File: config.mk
export PLATFORM = sky130hd
export DESIGN_NAME = latch_id_ex
export DESIGN_NICKNAME = d
export VERILOG_FILES = /design/src/rtl/mips_pkg.sv /design/src/rtl/hazard_detection_unit.sv /design/src/rtl/latch_id_ex.sv
export SDC_FILE = /design/constraint.sdc
export NUM_CORES = 1
export LEC_CHECK = 0
export BUFFER_PORTS_ARGS = -buffer_cell sky130_fd_sc_hd__buf_2
export CORE_MARGIN = 1.5
export CORE_UTILIZATION = 30
export CTS_BUF_LIST = sky130_fd_sc_hd__clkbuf_16
export DETAILED_ROUTE_END_ITERATION = 10
export HOLD_SLACK_MARGIN = 0.12
export REMOVE_ABC_BUFFERS = 1
export SYNTH_ARGS = -nofsm -noshare
export SYNTH_HDL_FRONTEND = slang
export SYNTH_SLANG_ARGS = --single-unit
File: constraint.sdc
create_clock -name i_clk -period 5.9 [get_ports i_clk]
set_clock_uncertainty 0.05 [all_clocks]
set_input_delay 0.59 -clock i_clk [delete_from_list [all_inputs] [get_ports i_clk]]
set_output_delay 0.59 -clock i_clk [all_outputs]
set_load 0.1 [all_outputs]
File: src/rtl/mips_pkg.sv
// Shared MIPS core definitions: ALU op codes and the control bundle layout
// used by the control unit, latch_id_ex and latch_ex_mem.
package mips_pkg;

  localparam int NB_ALUOP = 4;

  // ALU control codes driven by the control unit
  typedef enum logic [NB_ALUOP-1:0] {
    ALU_AND = 4'h0,
    ALU_OR  = 4'h1,
    ALU_ADD = 4'h2,
    ALU_SUB = 4'h6,
    ALU_SLT = 4'h7,
    ALU_NOR = 4'hc
  } alu_op_e;

  // Control bundle carried down the pipeline, MSB first
  typedef struct packed {
    logic                reg_dst;
    logic                alu_src;
    logic                mem_read;
    logic                mem_write;
    logic                mem_to_reg;
    logic                reg_write;
    logic [NB_ALUOP-1:0] alu_op;
  } ctrl_t;

  localparam int NB_CTRL         = 6 + NB_ALUOP;
  localparam int CTRL_REG_DST    = NB_CTRL - 1;
  localparam int CTRL_ALU_SRC    = NB_CTRL - 2;
  localparam int CTRL_MEM_READ   = NB_CTRL - 3;
  localparam int CTRL_MEM_WRITE  = NB_CTRL - 4;
  localparam int CTRL_MEM_TO_REG = NB_CTRL - 5;
  localparam int CTRL_REG_WRITE  = NB_CTRL - 6;
  localparam int CTRL_ALU_OP_LSB = 0;

  // A bubble carries no side effects: no register write, no memory access
  function automatic ctrl_t bubble_ctrl();
    return '0;
  endfunction

endpackage

File: src/rtl/hazard_detection_unit.sv
// Load-use hazard detector: the instruction in EX is a load whose
// destination (rt) is a source of the instruction currently in ID.
module hazard_detection_unit #(
  parameter int NB_ADDR = 5
) (
  input  logic               i_mem_read_id_ex,
  input  logic               i_valid_id_ex,
  input  logic [NB_ADDR-1:0] i_rt_id_ex,
  input  logic [NB_ADDR-1:0] i_rs_if_id,
  input  logic [NB_ADDR-1:0] i_rt_if_id,
  output logic               o_hazard
);

  // Register $0 is hardwired to zero, so a load into it never creates a dependency
  assign o_hazard = i_mem_read_id_ex & i_valid_id_ex & (i_rt_id_ex != '0)
                  & ((i_rt_id_ex == i_rs_if_id) | (i_rt_id_ex == i_rt_if_id));

endmodule

File: src/rtl/latch_id_ex.sv
// ID/EX pipeline register with load-use bubble insertion and a saturating
// bubble counter for the debug unit.
module latch_id_ex
  import mips_pkg::*;
#(
  parameter int LEN     = 32,
  parameter int NB_ADDR = 5,
  parameter int NB_BCNT = 16
) (
  input  logic                i_clk,
  input  logic                i_reset,
  input  logic                i_enable,
  input  logic                i_flush,
  input  logic [LEN-1:0]      i_pc_plus4,
  input  logic [LEN-1:0]      i_read_data_1,
  input  logic [LEN-1:0]      i_read_data_2,
  input  logic [LEN-1:0]      i_sign_ext,
  input  logic [NB_ADDR-1:0]  i_rs,
  input  logic [NB_ADDR-1:0]  i_rt,
  input  logic [NB_ADDR-1:0]  i_rd,
  input  logic                i_reg_dst,
  input  logic                i_alu_src,
  input  logic                i_mem_read,
  input  logic                i_mem_write,
  input  logic                i_mem_to_reg,
  input  logic                i_reg_write,
  input  logic [NB_ALUOP-1:0] i_alu_op,
  output logic [LEN-1:0]      o_pc_plus4,
  output logic [LEN-1:0]      o_read_data_1,
  output logic [LEN-1:0]      o_read_data_2,
  output logic [LEN-1:0]      o_sign_ext,
  output logic [NB_ADDR-1:0]  o_rs_id_ex,
  output logic [NB_ADDR-1:0]  o_rt_id_ex,
  output logic [NB_ADDR-1:0]  o_rd_id_ex,
  output logic                o_reg_dst,
  output logic                o_alu_src,
  output logic                o_mem_read,
  output logic                o_mem_write,
  output logic                o_mem_to_reg,
  output logic                o_reg_write,
  output logic [NB_ALUOP-1:0] o_alu_op,
  output logic                o_valid,
  output logic                o_stall,
  output logic [NB_BCNT-1:0]  o_bubble_count
);

  logic [LEN-1:0]     pc_plus4_q;
  logic [LEN-1:0]     read_data_1_q;
  logic [LEN-1:0]     read_data_2_q;
  logic [LEN-1:0]     sign_ext_q;
  logic [NB_ADDR-1:0] rs_q;
  logic [NB_ADDR-1:0] rt_q;
  logic [NB_ADDR-1:0] rd_q;
  ctrl_t              ctrl_q;
  ctrl_t              ctrl_in;
  logic               valid_q;
  logic [NB_BCNT-1:0] bubble_count_q;
  logic               hazard;
  logic               bubble;

  assign ctrl_in = '{
    reg_dst:    i_reg_dst,
    alu_src:    i_alu_src,
    mem_read:   i_mem_read,
    mem_write:  i_mem_write,
    mem_to_reg: i_mem_to_reg,
    reg_write:  i_reg_write,
    alu_op:     i_alu_op
  };

  hazard_detection_unit #(
    .NB_ADDR(NB_ADDR)
  ) u_hazard_detection_unit (
    .i_mem_read_id_ex(ctrl_q.mem_read),
    .i_valid_id_ex   (valid_q),
    .i_rt_id_ex      (rt_q),
    .i_rs_if_id      (i_rs),
    .i_rt_if_id      (i_rt),
    .o_hazard        (hazard)
  );

  // A taken branch kills the ID instruction, so there is nothing left to stall for
  assign o_stall = hazard & ~i_flush;
  assign bubble  = hazard | i_flush;

  // Pipeline register: reset, freeze on ~enable, bubble on hazard/flush, else load
  always_ff @(posedge i_clk) begin
    // NOTE: sequential state uses non-blocking assignments so every register
    // samples pre-edge values, independent of statement order.
    if (i_reset) begin
      pc_plus4_q     <= '0;
      read_data_1_q  <= '0;
      read_data_2_q  <= '0;
      sign_ext_q     <= '0;
      rs_q           <= '0;
      rt_q           <= '0;
      rd_q           <= '0;
      ctrl_q         <= '0;
      valid_q        <= 1'b0;
      bubble_count_q <= '0;
    end else if (i_enable) begin
      pc_plus4_q    <= i_pc_plus4;
      read_data_1_q <= i_read_data_1;
      read_data_2_q <= i_read_data_2;
      sign_ext_q    <= i_sign_ext;
      rs_q          <= i_rs;
      rt_q          <= i_rt;
      rd_q          <= i_rd;
      if (bubble) begin
        ctrl_q  <= bubble_ctrl();
        valid_q <= 1'b0;
        if (bubble_count_q != '1) begin
          bubble_count_q <= bubble_count_q + NB_BCNT'(1);
        end
      end else begin
        ctrl_q  <= ctrl_in;
        valid_q <= 1'b1;
      end
    end
  end

  assign o_pc_plus4     = pc_plus4_q;
  assign o_read_data_1  = read_data_1_q;
  assign o_read_data_2  = read_data_2_q;
  assign o_sign_ext     = sign_ext_q;
  assign o_rs_id_ex     = rs_q;
  assign o_rt_id_ex     = rt_q;
  assign o_rd_id_ex     = rd_q;
  assign o_reg_dst      = ctrl_q.reg_dst;
  assign o_alu_src      = ctrl_q.alu_src;
  assign o_mem_read     = ctrl_q.mem_read;
  assign o_mem_write    = ctrl_q.mem_write;
  assign o_mem_to_reg   = ctrl_q.mem_to_reg;
  assign o_reg_write    = ctrl_q.reg_write;
  assign o_alu_op       = ctrl_q.alu_op;
  assign o_valid        = valid_q;
  assign o_bubble_count = bubble_count_q;

endmodule

==> metrics.md, run 1 <==
| Metric | Value |
|---|---|
| Commonest cells after routing, fill and taps aside | `buf_2, dfxtp_1, nor2_1` |
| Max Slew Vio Count | `0` |
| Count of cell types in the netlist | `35` |
| Post-CTS setup buffer count | `0` |
| Die area | `between 0.02 and 0.025 mm^2` |
| Worst setup path end | `o_stall` |
| Wire length on met2 | `7831 um` |
| VDD IR-drop max | `approximately 180 uV` |
| Metal3 WL | `1410 um` |
| Critical path cell sequence | `xnor2_1 > nand3_1 > o22ai_1 > and3_1 > buf_2` |
| WP buf/inv | `1` |
| Actual slew at the worst max-slew pin | `between 1000 and 1500 ps` |
| Core area | `~0.021 mm^2` |
| Max layer used | `met5` |
| Fmax | `between 300 and 400 MHz` |
| Cells after Synth | `approximately 600` |
| Antenna-violating nets left | `0` |
| Min-Delay Path Class | `input port to flip-flop` |
| Hold Fails Final Rpt | `0` |
| Setup TNS | `0 ps` |
| Reg-to-Reg End | `o_bubble_count[7]` |
| Fill count | `about 2100` |
| Post-Synth Adder-Cell Area | `0.001969` |
| H-tree levels | `4` |
| Worst-path fanout max | `5` |
| Seq/Total Area, Yosys | `0.5356` |
| Share of cells above drive strength 1 | `0.3957` |
| Synth Area in Simple Gates | `0.1353` |
| Post-synth EDFFs | `0` |
| Crit start category | `flip-flop` |
| WP data arrival | `around 2100 ps` |
| # nets final | `around 1100` |
| Final Util | `0.4196` |
| DP HPWL | `roughly 12000 um` |
| Post-Syn Area | `0.006354 mm^2` |
| Vias | `between 5000 and 6000` |
| Die height | `148.5 um` |
| Crit-path slowest cell | `dfxtp_1` |
| Hold-fix buffers, CTS | `0` |
| DR vias/cell | `around 4.4` |
| Warnings, synthesis | `0` |
| Antenna violations before repair | `2` |
| Compound-gate portion of the synthesized area | `0.04490` |
| Post-synthesis xor/xnor area fraction | `0.01378` |
| Final Wtd Congestion | `around 0.74` |
| Skew-Pair Late Insertion Delay | `420 ps` |
| First-pass GRT wire length | `between 20000 and 30000 um` |
| Proportion of power drawn by flip-flops and latches | `0.407` |
| FF+latch count, synth | `170` |
| Commonest non-fill, non-tap cell in the layout | `buf_2` |
| 1st-pass router iterations | `4` |
| Synth area leaders | `dfxtp_1, mux2i_1, nor2_1, a22o_1, xnor2_1` |
| Vias in the first global route | `around 5000` |
| GRT overflow | `0` |
| CTS tree | `done` |
| # DRC | `0` |
| Crit. End Element | `primary output` |
| GRT Util Overall | `0.1488` |
| IO buf count | `around 330` |
| Area growth syn-to-layout | `37.97%` |
| Main flop type after synthesis | `dfxtp_1` |
| Final Critical Period | `2706 ps` |
| Combinational Power Share | `0.237` |
| Top delay family on crit path | `flip-flops` |
| Root Driver | `clkbuf_16` |
| Routed wire per std cell | `13.79 um` |
| Levels on crit path | `5` |
| # rows | `53` |
| Largest net degree at the start of global routing | `85` |
| Die X | `around 150 um` |
| # IOs | `approximately 330` |
| Net Sw Frac | `0.3606` |
| Reg clk slew, reported paths | `roughly 70 ps` |
| Syn Area/Cell | `between 10 and 15 um^2` |
| CP startpoint | `o_rt_id_ex[4]` |
| Clk buf depth | `2` |
| Clock Sinks | `between 150 and 200` |
| Max_cap viols | `0` |
| Area leader, netlist | `dfxtp_1` |
| Routed met1 length | `roughly 7200 um` |
| CTS buffer count | `17` |
| FFs w/ async S/R, synth | `0` |
| 1st-iter DRT viols | `124` |
| R2r setup slk | `roughly 3400 ps` |
| Tcrit/Tclk final | `0.4587` |
| CP required | `between 5000 and 6000 ps` |
| NetSw | `1.098 mW` |
| Mux share of post-synthesis cell area | `0.2377` |
| Post-Route WL | `16700 um` |
| Int Power | `just under 2 mW` |
| Setup Viol. Count Final | `0` |
| Max stage delay on crit path | `460 ps` |
| RSZ-0062 raised after global routing | `false` |
| Critical R2R Launch | `o_bubble_count[0]` |
| Largest family of logic cells by synthesized area | `multiplexers` |
| Initial Utilization | `0.3042` |
| Pwr dens | `approximately 350 mW/mm^2` |
| Setup CP Type | `flip-flop to primary output` |
| Clock Power Share | `0.355` |
| R2R depth | `5` |
| Worst relative slew slack | `0.2281` |
| Cts repair resizes | `0` |
| Yosys top cell area share | `0.5356` |
| LEAKAGE | `4.521 nW` |
| Status | `finished clean` |
[logic make-up after synthesis]
family / after synthesis
and+or+nand+nor: 202
xor gates and xnor gates: 10
AOI/OAI and AO/OA: 36
muxes: 150
buffers and inverters: 44
DFF: 170
adders and majority gates: 1
[worst register-to-register path, cell delays in order, from the launching register on]
cell and delay [ps]:
dfxtp_1 410, ha_1 220, nand3_1 220, o41ai_4 1090, nor4b_1 140, mux2_2 310
[through the flow]
stage	cell area (um^2)	hold slack [ps]	power, mW	setup slack (ps)	std cells
floorplan	6173	609.1	1.811	2640	573
global placement	8194	401.9	1.990	2890	1178
detailed placement	8194	401.9	1.993	2855	1178
CTS	8763	299.8	3.097	3120	1210
global route	8763	304.3	3.176	3041	1210
finish	8766	332.9	3.046	3194	1211
[power groups by stage]
stage	registers (mW)	clock network [mW]	logic [mW]
after floorplan	1.71	0	0.105
after global placement	1.27	0	0.724
after detailed placement	1.27	0	0.727
after CTS	1.24	1.13	0.728
after global routing	1.25	1.17	0.755
final	1.24	1.08	0.723
[layer usage]
layer | vias to the layer above | track usage
met5 | - | 0
met4 | 2 | 0.06139
met3 | 18 | 0.05521
met2 | 208 | 0.2433
met1 | 2378 | 0.1755
li1 | 2707 | -
[cell usage after synthesis (8+ instances only)]
cell        n
xnor2_1    10
a21oi_1    10
buf_1       9
nor2b_1     8
a22o_1     10
clkbuf_1   19
nand2_1     9
mux2i_1   143
buf_2       9
dfxtp_1   170
nor2_1    154
nand3_1     9
[worst min path at each step]
| stage | from | cells after the start | end |
|---|---|---|---|
| 2_1_floorplan | i_reset | 1 | o_bubble_count[0] |
| 3_3_place_gp | o_alu_op[2] | 1 | o_alu_op[2] |
| 3_5_place_dp | o_alu_op[3] | 1 | o_alu_op[3] |
| 4_1_cts | i_alu_op[0] | 2 | o_alu_op[0] |
| 5_1_grt | i_alu_op[0] | 2 | o_alu_op[0] |
| 6_report | i_alu_op[0] | 2 | o_alu_op[0] |
[area by class of cell]
class	count	area [um^2]	share of cell area
flip-flops and latches	170	3403	0.3882
multi-input cells	399	2761	0.3150
repair buffers	330	1670	0.1906
clock buffers	17	425.4	0.04853
well taps	275	344.1	0.03925
clock inverters	15	143.9	0.01641
inverters	4	15.01	0.001713
diodes	1	2.502	0.0002855
(Power assumes the default switching activity.)
==> inputs of run 2 (changes only) <==
--- a/config.mk
+++ b/config.mk
@@ -5,6 +5,7 @@
 export SDC_FILE = /design/constraint.sdc
 export NUM_CORES = 1
 export LEC_CHECK = 0
+export ABC_AREA = 1
 export BUFFER_PORTS_ARGS = -buffer_cell sky130_fd_sc_hd__buf_2
 export CORE_MARGIN = 1.5
 export CORE_UTILIZATION = 30
==> constraint.sdc (replaced) <==
create_clock -name i_clk -period 2.4 [get_ports i_clk]
set_clock_uncertainty 0.05 [all_clocks]
set_input_delay 0.24 -clock i_clk [delete_from_list [all_inputs] [get_ports i_clk]]
set_output_delay 0.24 -clock i_clk [all_outputs]
set_load 0.1 [all_outputs]
==> run 2 against run 1 <==
  * Die area grew 3.0%
  * Largest power group unchanged
  * Non-clock buffer count grew 157
  * Synthesized cell count grew 43%
  * Clock power grew 150%
  * Design area grew 20%
  * Register-to-register slack lost 2700 ps
  * Critical endpoint unchanged
  * Clock-buffer cell count is the same
  * Critical path depth grew 6
  * Final cell count grew 34%
==> metrics.md, run 2 <==
| Metric | Value |
|---|---|
| Cell with the most instances after synthesis | `nor2_1 (was dfxtp_1)` |
| Post-CTS setup buffer count | `0 (unchanged)` |
| Min-Delay Path Class | `input port to flip-flop (unchanged)` |
| Commonest cells after routing, fill and taps aside | `buf_2, nor2_1, dfxtp_1 (was buf_2, dfxtp_1, nor2_1)` |
| Sequential Area | `0.003403 mm^2 (unchanged)` |
| Clk buf depth | `2 (unchanged)` |
| # rows | `53 (unchanged)` |
| Area growth syn-to-layout | `60.11% (was 37.97%)` |
| Critical path cell sequence | `dlygate4sd3_1 > buf_2 > inv_1 > nand2_1 > nand2_1 > nor2_1 > nand3_1 > nand2_2 > nand2_4 > nor2_1 > buf_2 (was xnor2_1 > nand3_1 > o22ai_1 > and3_1 > buf_2)` |
| 1st-iter DRT viols | `267 (was 124)` |
| Worst-path fanout max | `2 (was 5)` |
| Skew-Pair Late Insertion Delay | `410 ps (was 420 ps)` |
| Pwr dens | `761.4 mW/mm^2 (was 347.5 mW/mm^2)` |
| Routed wire per std cell | `12.96 um (was 13.79 um)` |
| Total Power | `7.980 mW (was 3.046 mW)` |
| Net Sw Frac | `0.3797 (was 0.3606)` |
| Yosys top cell area share | `0.5199 (was 0.5356)` |
| Top cells by count, synth | `nor2_1, dfxtp_1, o21ai_0, nand2_1, inv_1 (was dfxtp_1, nor2_1, mux2i_1, clkbuf_1)` |
| GRT Util Overall | `0.1795 (was 0.1488)` |
| DR vias/cell | `4.447 (was 4.387)` |
| GRT overflow | `0 (unchanged)` |
| R2R depth | `9 (was 5)` |
| VDD IR-drop max | `415.5 uV (was 182.2 uV)` |
| Worst hold path cell count | `2 (unchanged)` |
| FFs w/ async S/R, synth | `0 (unchanged)` |
| Commonest non-fill, non-tap cell in the layout | `buf_2 (unchanged)` |
| Cells after Synth | `878 (was 613)` |
| Hold Fails Final Rpt | `0 (unchanged)` |
| LEAKAGE | `5.189 nW (was 4.521 nW)` |
| Die X | `150.7 um (was 148.5 um)` |
| Multi-input gate area | `0.002711 mm^2 (was 0.002761 mm^2)` |
| Vias in the first global route | `6934 (was 5085)` |
| Final Util | `0.4939 (was 0.4196)` |
| Syn Area/Cell | `7.456 um^2 (was 10.36 um^2)` |
| Final Critical Period | `about 2200 ps` |
| WP buf/inv | `4 (was 1)` |
| Combinational Power Share | `0.277 (was 0.237)` |
| NetSw | `3.030 mW (was 1.098 mW)` |
| Clock Sinks | `170 (unchanged)` |
| Clock Power Share | `0.336 (was 0.355)` |
| Seq/Total Area, Yosys | `0.5199 (was 0.5356)` |
| Crit. End Element | `primary output (unchanged)` |
| Core area | `0.02122 mm^2 (was 0.02089 mm^2)` |
| Die area | `0.02272 mm^2 (was 0.02206 mm^2)` |
| IO buf count | `327 (unchanged)` |
| Die height | `150.7 um (was 148.5 um)` |
| Int Power | `4.950 mW (was 1.948 mW)` |
| Worst relative slew slack | `0.4853 (was 0.2281)` |
| Root Driver | `clkbuf_16 (unchanged)` |
| Antenna-violating nets left | `0 (unchanged)` |
| # DRC | `0 (unchanged)` |
| Post-synth EDFFs | `0 (unchanged)` |
| Tcrit/Tclk final | `0.9170` |
| CTS buffer count | `17 (unchanged)` |
| Placed cell area | `0.008381 mm^2 (was 0.008194 mm^2)` |
| CP required | `2110 ps (was 5260 ps)` |
| Vias | `7190 (was 5313)` |
| Crit start category | `input port (was flip-flop)` |
| Setup CP Type | `input port to primary output (was flip-flop to primary output)` |
| # IOs | `328 (unchanged)` |
| Actual slew at the worst max-slew pin | `772.0 ps (was 1154 ps)` |
| Levels on crit path | `11 (was 5)` |
| Fill count | `2015 (was 2107)` |
| Synth area leaders | `dfxtp_1, nor2_1, o21ai_0, nand2_1, inv_1 (was dfxtp_1, mux2i_1, nor2_1, a22o_1, xnor2_1)` |
| H-tree levels | `4 (unchanged)` |
| # nets final | `1487 (was 1080)` |
| Antenna violations before repair | `0 (was 2)` |
| 1st-pass router iterations | `4 (unchanged)` |
| Fmax | `~450 MHz` |
| Cts repair resizes | `0 (unchanged)` |
| RSZ-0062 raised after global routing | `false (unchanged)` |
| FF+latch count, synth | `170 (unchanged)` |
| Main flop type after synthesis | `dfxtp_1 (unchanged)` |
| Proportion of power drawn by flip-flops and latches | `0.387 (was 0.407)` |
| Reg clk slew, reported paths | `70 ps (about the same)` |
| Count of cell types in the netlist | `28 (was 35)` |
| Post-Syn Area | `0.006546 mm^2 (was 0.006354 mm^2)` |
| Max stage delay on crit path | `520 ps (was 460 ps)` |
| Initial Utilization | `0.3085 (was 0.3042)` |
| Post-Route WL | `20960 um (was 16700 um)` |
| Crit-path slowest cell | `dlygate4sd3_1 (was dfxtp_1)` |
| Final Wtd Congestion | `0.8152 (was 0.7359)` |
| Area leader, netlist | `dfxtp_1 (unchanged)` |
| WP data arrival | `1910 ps (was 2070 ps)` |
| Max Slew Vio Count | `0 (unchanged)` |
| Share of cells above drive strength 1 | `0.2921 (was 0.3957)` |
| Number of diodes | `0 (was 1)` |
| Max_cap viols | `0 (unchanged)` |
| First-pass GRT wire length | `32960 um (was 25740 um)` |
| CTS tree | `done (unchanged)` |
| Warnings, synthesis | `0 (unchanged)` |
| Status | `finished clean (unchanged)` |
| Top delay family on crit path | `buffers and inverters (was flip-flops)` |
| Largest net degree at the start of global routing | `155 (was 85)` |
| Setup Viol. Count Final | `0 (unchanged)` |
| DP HPWL | `12940 um (was 11860 um)` |
| Fin area | `0.01048 mm^2 (was 0.008766 mm^2)` |
[run 2: cell count changes in the layout (fill, tap and decap cells not counted), moves of 8 or more]
cell and change:
a21oi_1 +8, a22o_1 -10, dlygate4sd3_1 +153, inv_1 +39, mux2i_1 -143, nand2_1 +74, nand3_2 +9, nand4_1 +15
nor2_1 +150, nor2b_1 -8, o21ai_0 +142, xnor2_1 -8
[run 2: through the flow]
step / worst slack, ps / std cells / TNS, ps / hold slack [ps]
after global placement: 690.0 / 1432 / 0 / 399.9
final: 199.3 / 1617 / 0 / 163.1
after detailed placement: 669.0 / 1432 / 0 / 403.8
after CTS: 199.4 / 1617 / 0 / 146.5
after floorplan: -928.4 / 823 / -86960 / 256.9
after global routing: 16.44 / 1617 / 0 / 157.1
[run 2: kinds of logic after synthesis]
| family | synth area share |
|---|---|
| buffers and inverters | 0.06594 |
| AO/OA/AOI/OAI | 0.1239 |
| adder cells (fa/ha/maj) | 0.001911 |
| AND/OR/NAND/NOR | 0.2844 |
| flip-flops | 0.5199 |
| XOR/XNOR | 0.004014 |
[run 2: repair_timing]
action                     CTS  global route
setup endpoints to repair    0             0
hold endpoints to repair   153             0
hold buffers               153             0
[run 2: cell type report]
class,count,area share
well taps,275,0.03283
multi-input cells,606,0.2587
inverters,47,0.01719
flip-flops and latches,170,0.3247
repair buffers,487,0.3123
clock inverters,15,0.01373
clock buffers,17,0.04059
[run 2: path summary, 6_finish.rpt]
check                         start                  to  slack [ps]
setup / recovery            i_rs[1]             o_stall         200
setup reg to reg  o_bubble_count[0]  o_bubble_count[10]         680
hold reg to reg         o_alu_op[0]         o_alu_op[0]         410
hold / removal              i_reset   o_bubble_count[6]         160
[run 2: worst register-to-register path, stage by stage, from the launching register on]
cell and delay [ps]:
dfxtp_1 400, ha_1 230, nand3_1 100, nor2_2 190
nand4_4 190, and3_1 230, nand3_2 70, nand2_1 50
nand2_1 70, nor2_2 30
[run 2: power groups by stage]
stage / registers [mW] / clock network (mW) / logic (mW)
final: 3.08 / 2.68 / 2.21
after global routing: 3.11 / 2.88 / 2.32
after floorplan: 4.42 / 0 / 0.290
after global placement: 3.14 / 0 / 2.01
after detailed placement: 3.14 / 0 / 2.01
after CTS: 3.08 / 2.77 / 2.21
[run 2: layer usage]
metal | global-route usage | vias to the layer above | part of all wire
met3 | 0.05212 | 31 | 0.062
met1 | 0.2070 | 3257 | 0.43
li1 | - | 3683 | -
met2 | 0.3164 | 219 | 0.48
met4 | 0.05971 | 0 | 0.021
met5 | 0 | - | 0
==> inputs of run 3 (changes only) <==
--- a/config.mk
+++ b/config.mk
@@ -7,6 +7,7 @@
 export LEC_CHECK = 0
 export ABC_AREA = 1
 export BUFFER_PORTS_ARGS = -buffer_cell sky130_fd_sc_hd__buf_2
+export CORE_ASPECT_RATIO = 1.1
 export CORE_MARGIN = 1.5
 export CORE_UTILIZATION = 30
 export CTS_BUF_LIST = sky130_fd_sc_hd__clkbuf_16
==> run 3 against run 2 <==
  * Sequential power about the same
  * Sequential cell count is the same
  * Clock-buffer cell count is the same
  * First-iteration DRC count grew 28%
  * Critical endpoint unchanged
  * Highest routed layer unchanged
==> metrics.md, run 3 (same netlist as run 2, synthesis figures left out) <==
| Metric | Value |
|---|---|
| First-pass GRT wire length | `32730 um (was 32960 um)` |
| Die height | `157.9 um (was 150.7 um)` |
| Multi-input gate area | `0.002711 mm^2 (unchanged)` |
| Crit. End Element | `primary output (unchanged)` |
| DR vias/cell | `4.456 (was 4.447)` |
| Initial Utilization | `0.3063 (was 0.3085)` |
| Largest net degree at the start of global routing | `97 (was 155)` |
| Routed wire per std cell | `13.05 um (was 12.96 um)` |
| IO buf count | `327 (unchanged)` |
| Post-Route WL | `21300 um (was 20960 um)` |
| Vias in the first global route | `6889 (was 6934)` |
| # IOs | `328 (unchanged)` |
| Status | `finished clean (unchanged)` |
| # rows | `56 (was 53)` |
| Max_cap viols | `0 (unchanged)` |
| Clock Sinks | `170 (unchanged)` |
| Commonest cells after routing, fill and taps aside | `buf_2, nor2_1, dfxtp_1 (unchanged)` |
| Sequential Area | `0.003403 mm^2 (unchanged)` |
| Final worst slack | `180.7 ps (was 199.3 ps)` |
| Final Util | `0.4933 (was 0.4939)` |
| Root Driver | `clkbuf_16 (unchanged)` |
| Max Slew Vio Count | `0 (unchanged)` |
| Post-CTS setup buffer count | `0 (unchanged)` |
| Placement Setup Slack | `636.2 ps (was 669.0 ps)` |
| Vias | `7272 (was 7190)` |
| Worst-path fanout max | `3 (was 2)` |
| H-tree levels | `4 (unchanged)` |
| # nets final | `1487 (unchanged)` |
| CTS buffer count | `17 (unchanged)` |
| Min-Delay Path Class | `input port to flip-flop (unchanged)` |
| R2r setup slk | `650 ps (was 680 ps)` |
| Clk buf depth | `2 (unchanged)` |
| Hold WS | `235.5 ps (was 163.1 ps)` |
| Cts repair resizes | `0 (unchanged)` |
| Die X | `143.8 um (was 150.7 um)` |
| Skew-Pair Late Insertion Delay | `420 ps (was 410 ps)` |
| Non-Filler Instances | `1632 (was 1617)` |
| Fin area | `0.01054 mm^2 (was 0.01048 mm^2)` |
| Core area | `0.02137 mm^2 (was 0.02122 mm^2)` |
| Antenna violations before repair | `0 (unchanged)` |
| Fmax | `450.6 MHz (was 454.4 MHz)` |
| VDD IR-drop max | `420.3 uV (was 415.5 uV)` |
| Crit start category | `input port (unchanged)` |
| Final Wtd Congestion | `0.8181 (was 0.8152)` |
| Final Critical Period | `2219 ps (was 2201 ps)` |
| Reg clk slew, reported paths | `70 ps (about the same)` |
| Fill count | `1982 (was 2015)` |
| Antenna-violating nets left | `0 (unchanged)` |
| Worst relative slew slack | `0.6558 (was 0.4853)` |
| Setup Viol. Count Final | `0 (unchanged)` |
| Setup CP Type | `input port to primary output (unchanged)` |
| Placed Cells incl. Taps | `1447 (was 1432)` |
| WP data arrival | `1930 ps (was 1910 ps)` |
| RSZ-0062 raised after global routing | `false (unchanged)` |
| Share of cells above drive strength 1 | `0.2928 (was 0.2921)` |
| CTS tree | `done (unchanged)` |
| GRT Util Overall | `0.1797 (was 0.1795)` |
| GRT overflow | `0 (unchanged)` |
| # DRC | `0 (unchanged)` |
| DP HPWL | `13170 um (was 12940 um)` |
| 1st-iter DRT viols | `342 (was 267)` |
| Pwr dens | `765.0 mW/mm^2 (was 761.4 mW/mm^2)` |
| Die area | `0.02272 mm^2 (about the same)` |
| Tcrit/Tclk final | `0.9247 (was 0.9170)` |
| Placed cell area | `0.008424 mm^2 (was 0.008381 mm^2)` |
| Hold-fix buffers, CTS | `153 (unchanged)` |
| Commonest non-fill, non-tap cell in the layout | `buf_2 (unchanged)` |
| Actual slew at the worst max-slew pin | `519.9 ps (was 772.0 ps)` |
| 1st-pass router iterations | `4 (unchanged)` |
| Number of diodes | `0 (unchanged)` |
| Area growth syn-to-layout | `61.03% (was 60.11%)` |
| CP required | `2110 ps (about the same)` |
| LEAKAGE | `5.212 nW (was 5.189 nW)` |
| Hold Fails Final Rpt | `0 (unchanged)` |
## run 3: cell types whose count changed in the layout (fill, tap and decap cells not counted), sizes merged
cell,previous run,this run
clkinvlp,3,1
inv,52,54
## run 3: path summary, 6_finish.rpt
check	startpoint	to	depth (start not counted)
max	i_rs[0]	o_stall	10
min	i_reset	o_bubble_count[12]	3
max reg2reg	o_bubble_count[0]	o_bubble_count[10]	9
min reg2reg	o_alu_src	o_alu_src	2
## run 3: critical path, cell delays in order
cell and delay [ps]:
dlygate4sd3_1 550, buf_2 150, nor2_1 80, nor2_1 50
nor2_1 100, nand3_1 90, nand2_2 90, nand2_4 70
nor2_1 80, buf_2 430
## run 3: area by class of cell
type,instances,area share
timing repair buffer,487,0.3129
clock inverter,15,0.01519
tap,290,0.03442
inverter,47,0.01709
clock buffer,17,0.04036
multi-input combinational,606,0.2572
sequential,170,0.3228
## run 3: metrics by stage
stage                     TNS (ps)  power (mW)
after floorplan             -86960       4.706
after global placement           0       5.153
after detailed placement         0       5.158
after CTS                        0       8.127
after global routing             0       8.387
final                            0       8.064
## run 3: layer usage
layer  wire [um]  up-vias  track usage
li1            -     3691            -
met1        8882     3284       0.1999
met2       10520      258       0.3229
met3        1354       39      0.04930
met4         539        0      0.06997
met5           0        -            0
## run 3: power breakdown
part | leakage [nW] | internal, mW | switching (mW) | total (mW)
Sequential | 1.41 | 3.00 | 0.0874 | 3.09
Combinational | 3.52 | 0.502 | 1.72 | 2.22
Clock | 0.287 | 1.48 | 1.28 | 2.76
